--- src/rtl/grid_mem_pkg.sv ---
// Shared board-store types and defaults for the game FSM, renderer and grid_cell_memory.
// Optional feature macro: OCCUPIED_COUNT_EN (see grid_cell_memory).
package grid_mem_pkg;
    localparam int DEF_GRID_W    = 8;
    localparam int DEF_GRID_H    = 8;
    localparam int DEF_CELL_BITS = 4;

    typedef logic [DEF_CELL_BITS-1:0] cell_t;
    localparam cell_t CELL_EMPTY = '0;

    typedef enum logic { SW_IDLE, SW_RUN } sweep_state_t;

    // Coordinate/index width, never below one bit so degenerate grids still elaborate.
    function automatic int coord_bits(input int n);
        return (n <= 1) ? 1 : $clog2(n);
    endfunction
endpackage

--- src/rtl/grid_clear_sweeper.sv ---
// Board clear engine: walks every cell index once, one per clock, while busy is high.
// Reset starts a sweep; clear_req starts one only when idle.
module grid_clear_sweeper
    import grid_mem_pkg::*;
#(
    parameter int N_CELLS = 64,
    parameter int AW      = 6
) (
    input  logic          clk_in,
    input  logic          reset_n,
    input  logic          clear_req,
    output logic          busy,
    output logic          sweep_we,
    output logic [AW-1:0] sweep_addr
);
    sweep_state_t  state;
    logic [AW-1:0] idx;

    always_ff @(posedge clk_in) begin
        if (!reset_n) begin
            state <= SW_RUN;
            idx   <= '0;
        end else begin
            case (state)
                SW_IDLE: if (clear_req) begin
                    state <= SW_RUN;
                    idx   <= '0;
                end
                SW_RUN: begin
                    if (idx == AW'(N_CELLS - 1)) state <= SW_IDLE;
                    else                         idx   <= idx + 1'b1;
                end
                default: state <= SW_IDLE;
            endcase
        end
    end

    assign busy       = (state == SW_RUN);
    assign sweep_we   = busy;
    assign sweep_addr = idx;
endmodule

--- src/rtl/grid_cell_memory.sv ---
// GRID_W x GRID_H board store: handshaked game port, 1-cycle display read port, clear sweep.
// Define OCCUPIED_COUNT_EN to add the occupied_count output (nonzero cell tally).
module grid_cell_memory
    import grid_mem_pkg::*;
#(
    parameter int  GRID_W    = DEF_GRID_W,
    parameter int  GRID_H    = DEF_GRID_H,
    parameter int  CELL_BITS = DEF_CELL_BITS,
    localparam int XB        = coord_bits(GRID_W),
    localparam int YB        = coord_bits(GRID_H),
    localparam int CW        = $clog2(GRID_W * GRID_H + 1)
) (
    input  logic                 clk_in,
    input  logic                 reset_n,
    input  logic                 clear_req,
    output logic                 busy,
    input  logic                 game_req,
    input  logic                 game_we,
    input  logic [XB-1:0]        game_x,
    input  logic [YB-1:0]        game_y,
    input  logic [CELL_BITS-1:0] game_wdata,
    output logic                 game_ready,
    output logic                 game_ack,
    output logic [CELL_BITS-1:0] game_rdata,
    output logic                 game_err,
    input  logic [XB-1:0]        disp_x,
    input  logic [YB-1:0]        disp_y,
    output logic [CELL_BITS-1:0] disp_rdata
`ifdef OCCUPIED_COUNT_EN
    ,
    output logic [CW-1:0]        occupied_count
`endif
);
    localparam int N_CELLS = GRID_W * GRID_H;
    localparam int AW      = coord_bits(N_CELLS);

    logic [CELL_BITS-1:0] mem [N_CELLS];

    logic          busy_i, sweep_we;
    logic [AW-1:0] sweep_addr;

    grid_clear_sweeper #(.N_CELLS(N_CELLS), .AW(AW)) u_sweep (
        .clk_in     (clk_in),
        .reset_n    (reset_n),
        .clear_req  (clear_req),
        .busy       (busy_i),
        .sweep_we   (sweep_we),
        .sweep_addr (sweep_addr)
    );

    assign busy       = busy_i;
    assign game_ready = !busy_i;

    logic                 game_acc, game_in, game_wr, disp_in;
    logic [AW-1:0]        game_addr, disp_addr;
    logic [CELL_BITS-1:0] game_old;

    assign game_acc  = game_req & !busy_i;
    assign game_in   = (32'(game_x) < GRID_W) && (32'(game_y) < GRID_H);
    assign disp_in   = (32'(disp_x) < GRID_W) && (32'(disp_y) < GRID_H);
    assign game_addr = AW'(32'(game_y) * GRID_W + 32'(game_x));
    assign disp_addr = AW'(32'(disp_y) * GRID_W + 32'(disp_x));
    assign game_old  = game_in ? mem[game_addr] : '0;
    assign game_wr   = game_acc & game_we & game_in;

    // Single write port; sweep and game writes are exclusive because game_acc needs !busy.
    always_ff @(posedge clk_in) begin
        if (sweep_we)     mem[sweep_addr] <= '0;
        else if (game_wr) mem[game_addr]  <= game_wdata;
    end

    always_ff @(posedge clk_in) begin
        if (!reset_n) begin
            game_ack   <= 1'b0;
            game_err   <= 1'b0;
            game_rdata <= '0;
            disp_rdata <= '0;
        end else begin
            game_ack <= game_acc;
            game_err <= game_acc & !game_in;
            if (game_acc)
                game_rdata <= !game_in ? '0 : (game_we ? game_wdata : game_old);
            // Display sees the pre-write contents when the game writes the same cell this cycle.
            disp_rdata <= (busy_i || !disp_in) ? '0 : mem[disp_addr];
        end
    end

`ifdef OCCUPIED_COUNT_EN
    logic sweep_start;
    assign sweep_start = clear_req & !busy_i;

    always_ff @(posedge clk_in) begin
        if (!reset_n || sweep_start) begin
            occupied_count <= '0;
        end else if (game_wr) begin
            if (game_old == '0 && game_wdata != '0)
                occupied_count <= occupied_count + 1'b1;
            else if (game_old != '0 && game_wdata == '0)
                occupied_count <= occupied_count - 1'b1;
        end
    end
`endif
endmodule

--- config.mk ---
export PLATFORM = sky130hd
export DESIGN_NAME = grid_cell_memory
export DESIGN_NICKNAME = d
export VERILOG_FILES = /design/src/rtl/grid_mem_pkg.sv /design/src/rtl/grid_clear_sweeper.sv /design/src/rtl/grid_cell_memory.sv
export SDC_FILE = /design/constraint.sdc
export NUM_CORES = 1
export LEC_CHECK = 0
export BUFFER_PORTS_ARGS = -buffer_cell sky130_fd_sc_hd__buf_4
export CAP_MARGIN = 10
export CORE_ASPECT_RATIO = 1.2
export CORE_MARGIN = 4
export CORE_UTILIZATION = 60
export DETAILED_ROUTE_END_ITERATION = 10
export GPL_ROUTABILITY_DRIVEN = 0
export PLACE_DENSITY = 0.77
export SYNTH_ARGS = -nofsm -noshare
export SYNTH_HDL_FRONTEND = slang
export SYNTH_HIERARCHICAL = 1
export SYNTH_SLANG_ARGS = --single-unit
--- constraint.sdc ---
create_clock -name clk_in -period 3.45 [get_ports clk_in]
set_input_delay 0.5175 -clock clk_in [delete_from_list [all_inputs] [get_ports clk_in]]
set_output_delay 0.5175 -clock clk_in [all_outputs]
set_load 0.01 [all_outputs]
; Word-level counts from Yosys, hierarchy flattened
; Memory sizes are Yosys's and may differ from the RTL's. A register that Yosys moved wholly into a read port is not among the register bits.
; Cells that the tools add are included.
[totals]
register_bits = 8
latchBits = 0
ramBits = 256
romBits = 0
in_bits = 21
out_inout_bits = 12
elab_cells = 33
mem_count = 1
[memory_table]
columns = name, words, word_bits, rd, rd_ports_with_merged_regs, wr, line
row1 = mem, 64, 4, 2, 2, 1, grid_cell_memory.sv:37  ; logic [CELL_BITS-1:0] mem [N_CELLS];
[classes]
n_addsub = 3
mul = 0
div = 0
order_cmp = 0
n_eq_ne = 3
shift = 0
muxes = 14
bitwise = 4
n_reduce_logical = 5
[op_table]
columns = operator, n
row1 = 2-to-1 mux 6 bit, 3
row2 = adder 6 x 3 -> 6 bit, 2
row3 = case mux 6 bit (2 select lines), 1
row4 = 2-to-1 mux 1 bit, 8
row5 = "adder 6 x 1 -> 6 bit, second input constant", 1
row6 = "equality test 6 bit, second input constant", 1
row7 = 2-to-1 mux 4 bit, 1
row8 = "inequality test 2 bit, second input constant", 2
row9 = OR reduction 4 bit, 1
row10 = AND 1 bit, 2
row11 = logical NOT 1 bit, 2
row12 = NOT 1 bit, 2
row13 = case mux 1 bit (2 select lines), 1
row14 = AND reduction 2 bit, 1
row15 = OR reduction 2 bit, 1

; Longest topological paths before layout
[depth]
ltp_word = 8
ltp_mapped = 8
mapped_depth_nobuf = 5

; Hierarchy
; The synthesis kept the hierarchy.
[by_module_without_submodules]
columns = mod, n_inst, cells_each, area_each_um2, seq_area_each_um2
row1 = grid_cell_memory, 1, 762, 13031.2, 7867.5
row2 = grid_clear_sweeper, 1, 41, 342.8, 140.1

; Least setup slack after synthesis
; OpenSTA, ideal clock, no wires.
[synth_timing]
path_type = register -> register
start = reg u_sweep.state, in the netlist u_sweep/busy
end = mem mem[0][0] (netlist name), data pin
setup_ns = 0.367
arrival_time_ns = 2.300
required_time_ns = 3.083
setup_slack_ns = 0.783
path_stages_with_launch = 6
n_path_buf = 3
synth_period_minus_slack_ns = 2.667
path_cell_list = dfxtp_1 buf_4 nor4bb_1 buf_2 clkbuf_1 and2_1
[synth_via]
elab_chain_len = 8
[synth_lines]
columns = element, line
row1 = "start, declared", grid_clear_sweeper.sv:16  ; sweep_state_t state;
row2 = "start signal, assigned", grid_clear_sweeper.sv:21  ; state <= SW_RUN;
row3 = "start signal, assigned", grid_clear_sweeper.sv:26  ; state <= SW_RUN;
row4 = "start signal, assigned", grid_clear_sweeper.sv:30  ; if (idx == AW'(N_CELLS - 1)) state <= SW_IDLE;
row5 = logical NOT 1 bit, grid_cell_memory.sv:58  ; assign game_acc = game_req & !busy_i;
row6 = AND 1 bit, grid_cell_memory.sv:58
row7 = AND 1 bit, grid_cell_memory.sv:64  ; assign game_wr = game_acc & game_we & game_in;
row8 = 2-to-1 mux 1 bit, grid_cell_memory.sv:69  ; else if (game_wr) mem[game_addr] <= game_wdata;
row9 = 2-to-1 mux 1 bit (*), grid_cell_memory.sv:68  ; if (sweep_we) mem[sweep_addr] <= '0;
row10 = 2-to-1 mux 1 bit (not written as such) (*), grid_cell_memory.sv:69
row11 = OR reduction 4 bit (no line) (*), -
row12 = 2-to-1 mux 4 bit (no line) (*), -
row13 = "end, declared", grid_cell_memory.sv:37
; Every way passes the cells marked *; elsewhere a longest branch is shown, timed or not.

; Final worst setup path
[layout_timing]
start = reg u_sweep.state, in the netlist u_sweep/busy
end = mem mem[53][2] (netlist name), enable pin
[layout_via]
elab_chain_len = 8
word_cells_on_any_way = 11
cone_classes = 7 x mux / 2 x bitwise / 2 x reduce/logical
[layout_lines]
columns = element, line
row1 = logical NOT 1 bit, grid_cell_memory.sv:58
row2 = AND 1 bit, grid_cell_memory.sv:58
row3 = AND 1 bit, grid_cell_memory.sv:64
row4 = 2-to-1 mux 1 bit, grid_cell_memory.sv:69
row5 = 2-to-1 mux 1 bit, grid_cell_memory.sv:68
row6 = 2-to-1 mux 1 bit (not written as such), grid_cell_memory.sv:69
row7 = OR reduction 4 bit (no line), -
row8 = 2-to-1 mux 6 bit (no line) or 2-to-1 mux 1 bit (tied branches), -
; Several ways; a longest one is shown, not always the timed one.

==> results.tsv <==
metric	value	unit
syn_to_final_growth	10.1	%
ir_drop	0.460	mV
tns	0	ns
r2r_end	mem[53][2]$_DFFE_PP_	
grt-ovfl-total	0	
viasPerCell	7.30	
async_reset_ff_share	0	%
relSlewSlack	33.9	%
postRouteAntennaNets	0	
seqPwrFrac	51.9	%
yosysMostFrequentCell	edfxtp_1	
grt_usage	28.3	%
syn_avg_cell_area	16.7	um^2
timing.rr.start	u_sweep/busy$_SDFF_PN1_	
grt_pass1_vias	8088	
synth_top_cells_by_count	edfxtp_1 (256), mux4_2 (116), nor2_1 (81)	
path_class	reg -> reg	
layout.nets	855	
ys_types	61	
fin_crit_sh	93.2	%
intPower	5410	uW
cts.hold.buffers_added	0	
synth_edf_count	256	
path_depth	4	
p_leak	0.00457	uW
p_clk_share	40.8	%
regArea	8010	um^2
multi_input_area	4970	um^2
start_util	61.4	%
routed.top_layer	met4	
cts_buffers	27	
clockRootBuffer	clkbuf_16	
drc	0	
grt_first_pass_wirelength	51600	um
syn_nets	825	
ioPinCount	33	
slowest_stage	nor4bb_4	
diodes	0	
wl_per_cell	30.4	um
drv_cap	0	
whs	0.257	ns
synth_area	13400	um^2
period_minus_slack	3.21	ns
cts_tree	done	
rows	59	
htree_levels	1	
yosysTopAreaCellShare	57.5	%
crit_arrival	3.39	ns
cts_sinks	272	
worstPathMaxFanout	22	
core_area	21800	um^2
drv_slew	0	
vias	8208	
status	finished clean	
antenna_found_initial	0	
die_x	144	um
grt_max_degree	65	
dp_hpwl	23300	um
clk_latency	0.54	ns
finClkSkew	0.0196	ns
finalWirelength	34200	um
cts_setup_buffers	0	
drtIter0Drc	1299	
critical_path.endpoint	mem[53][2]$_DFFE_PP_	
ff2ff_setup_slack	0.24	ns
required	3.62	ns
comb_power_share	7.3	%
finalHoldViolCount	0	
ys_seq_area_share	59.9	%
synth_flop_cell	edfxtp_1	
max_slew.worst_pin.slew	0.990	ns
cp_slowest_stage_delay	0.96	ns
path_cells	nor4bb_4 > mux2i_1 > nand2_1 > nor2_1	
wl_met1	11900	um
path_clk_slew	0.07	ns
cts_resized	0	
port_buffers	31	
cp_num_buf_inv	0	
n_fill_cell	1372	
pwr_density_cell	470	nW/um^2
cp-start-kind	flip-flop	
ys_seq_elements	272	
setup.worst_path.end_class	flip-flop	
drtPass1Iterations	6	
crit_start	u_sweep/busy$_SDFF_PN1_	
crit_family	simple AND/OR/NAND/NOR gates	
fmax	0.311	GHz
hold_path.class	in -> reg	
place_ws	0.304	ns
setup_ws	0.236	ns
setup_viol	0	
rsz0062_at_grt	no	
synth_top_area_cell	edfxtp_1	
syn_inst	803	
die_h	172	um
synthTopCellsByArea	edfxtp_1 (57%), mux4_2 (20%), mux2i_1 (2.5%), dfxtp_1 (2.4%), nor2_1 (2.3%)	
clock_path_buffers	3	
met2_length	17600	um
reg2regPathDepth	4	
wl_met3	3050	um
yosysWarningCount	6	
swShare	21.8	%
drive_above_1_share	28.0	%
die_area	24800	um^2
netSwitchingPower	1510	uW
## per-layer routing
metal  track usage [%]  up-vias
met4              11.4        0
met1              37.1     4220
met5                 0        -
met2              48.1      525
met3              3.98      105
li1                  -     3358
## metrics by stage
stage	instance area [um^2]	utilization [%]	power, uW	cells
after floorplan	13400	-	4000	803
after global placement	13900	63.7	4140	1078
after detailed placement	13900	63.7	4150	1078
after CTS	14700	67.6	6920	1125
after global routing	14700	67.6	7110	1125
final	14700	67.6	6910	1125
## cell families (layout without fill, tap and decap cells)
family	count (synthesis)	count (layout)	share of synthesized area, %
flip-flops	272	272	59.9
adder cells (fa/ha/maj)	1	1	0.0935
AND/OR/NAND/NOR	188	188	6.70
buffers and inverters	65	113	3.12
AO/OA/AOI/OAI	106	106	5.30
other	1	1	0.0280
multiplexers	170	170	24.9
## state kept, by name, summed over array words and instances (netlist names)
name	count
mem	256
u_sweep/sweep_addr	6
disp_rdata	4
game_rdata	4
game_ack	1
u_sweep/busy	1
## area by class of cell
cell class              instances  share of cell area, %
clock buffers                  31                   4.83
clock inverters                16                  0.909
inverters                      13                  0.331
multi-input cells             466                   33.7
flip-flops and latches        272                   54.4
well taps                     274                   2.33
repair buffers                 53                   3.47
## power groups by stage
stage	registers [uW]	clock network, uW	logic [uW]
floorplan	3650	0	346
global placement	3660	0	480
detailed placement	3660	0	491
CTS	3590	2840	493
global route	3590	2990	524
finish	3590	2820	502
## cell usage in the layout, fill, tap and decap left out, types with 13 or more instances in the layout
cell | netlist | layout
nor2_1 | 81 | 81
nor2b_1 | 14 | 14
o21ai_0 | 23 | 23
edfxtp_1 | 256 | 256
o22ai_1 | 14 | 14
mux2i_1 | 33 | 33
nand2_1 | 35 | 35
buf_4 | 7 | 44
a22oi_1 | 13 | 13
dfxtp_1 | 16 | 16
mux4_2 | 116 | 116
clkbuf_16 | 0 | 27
a21oi_1 | 13 | 13
## worst min-delay path by stage
stage,from,endpoint,slack (ns),cells past startpoint
finish,game_req,game_ack$_SDFF_PN0_,0.26,2
global route,game_req,game_ack$_SDFF_PN0_,0.26,2
CTS,game_req,game_ack$_SDFF_PN0_,0.25,2
detailed placement,u_sweep/sweep_addr[1]$_SDFFE_PN0P_,u_sweep/sweep_addr[1]$_SDFFE_PN0P_,0.59,2
global placement,u_sweep/sweep_addr[1]$_SDFFE_PN0P_,u_sweep/sweep_addr[1]$_SDFFE_PN0P_,0.57,2
floorplan,u_sweep/sweep_addr[1]$_SDFFE_PN0P_,u_sweep/sweep_addr[1]$_SDFFE_PN0P_,0.53,2
No activity file was read; power rests on OpenSTA's default activity.
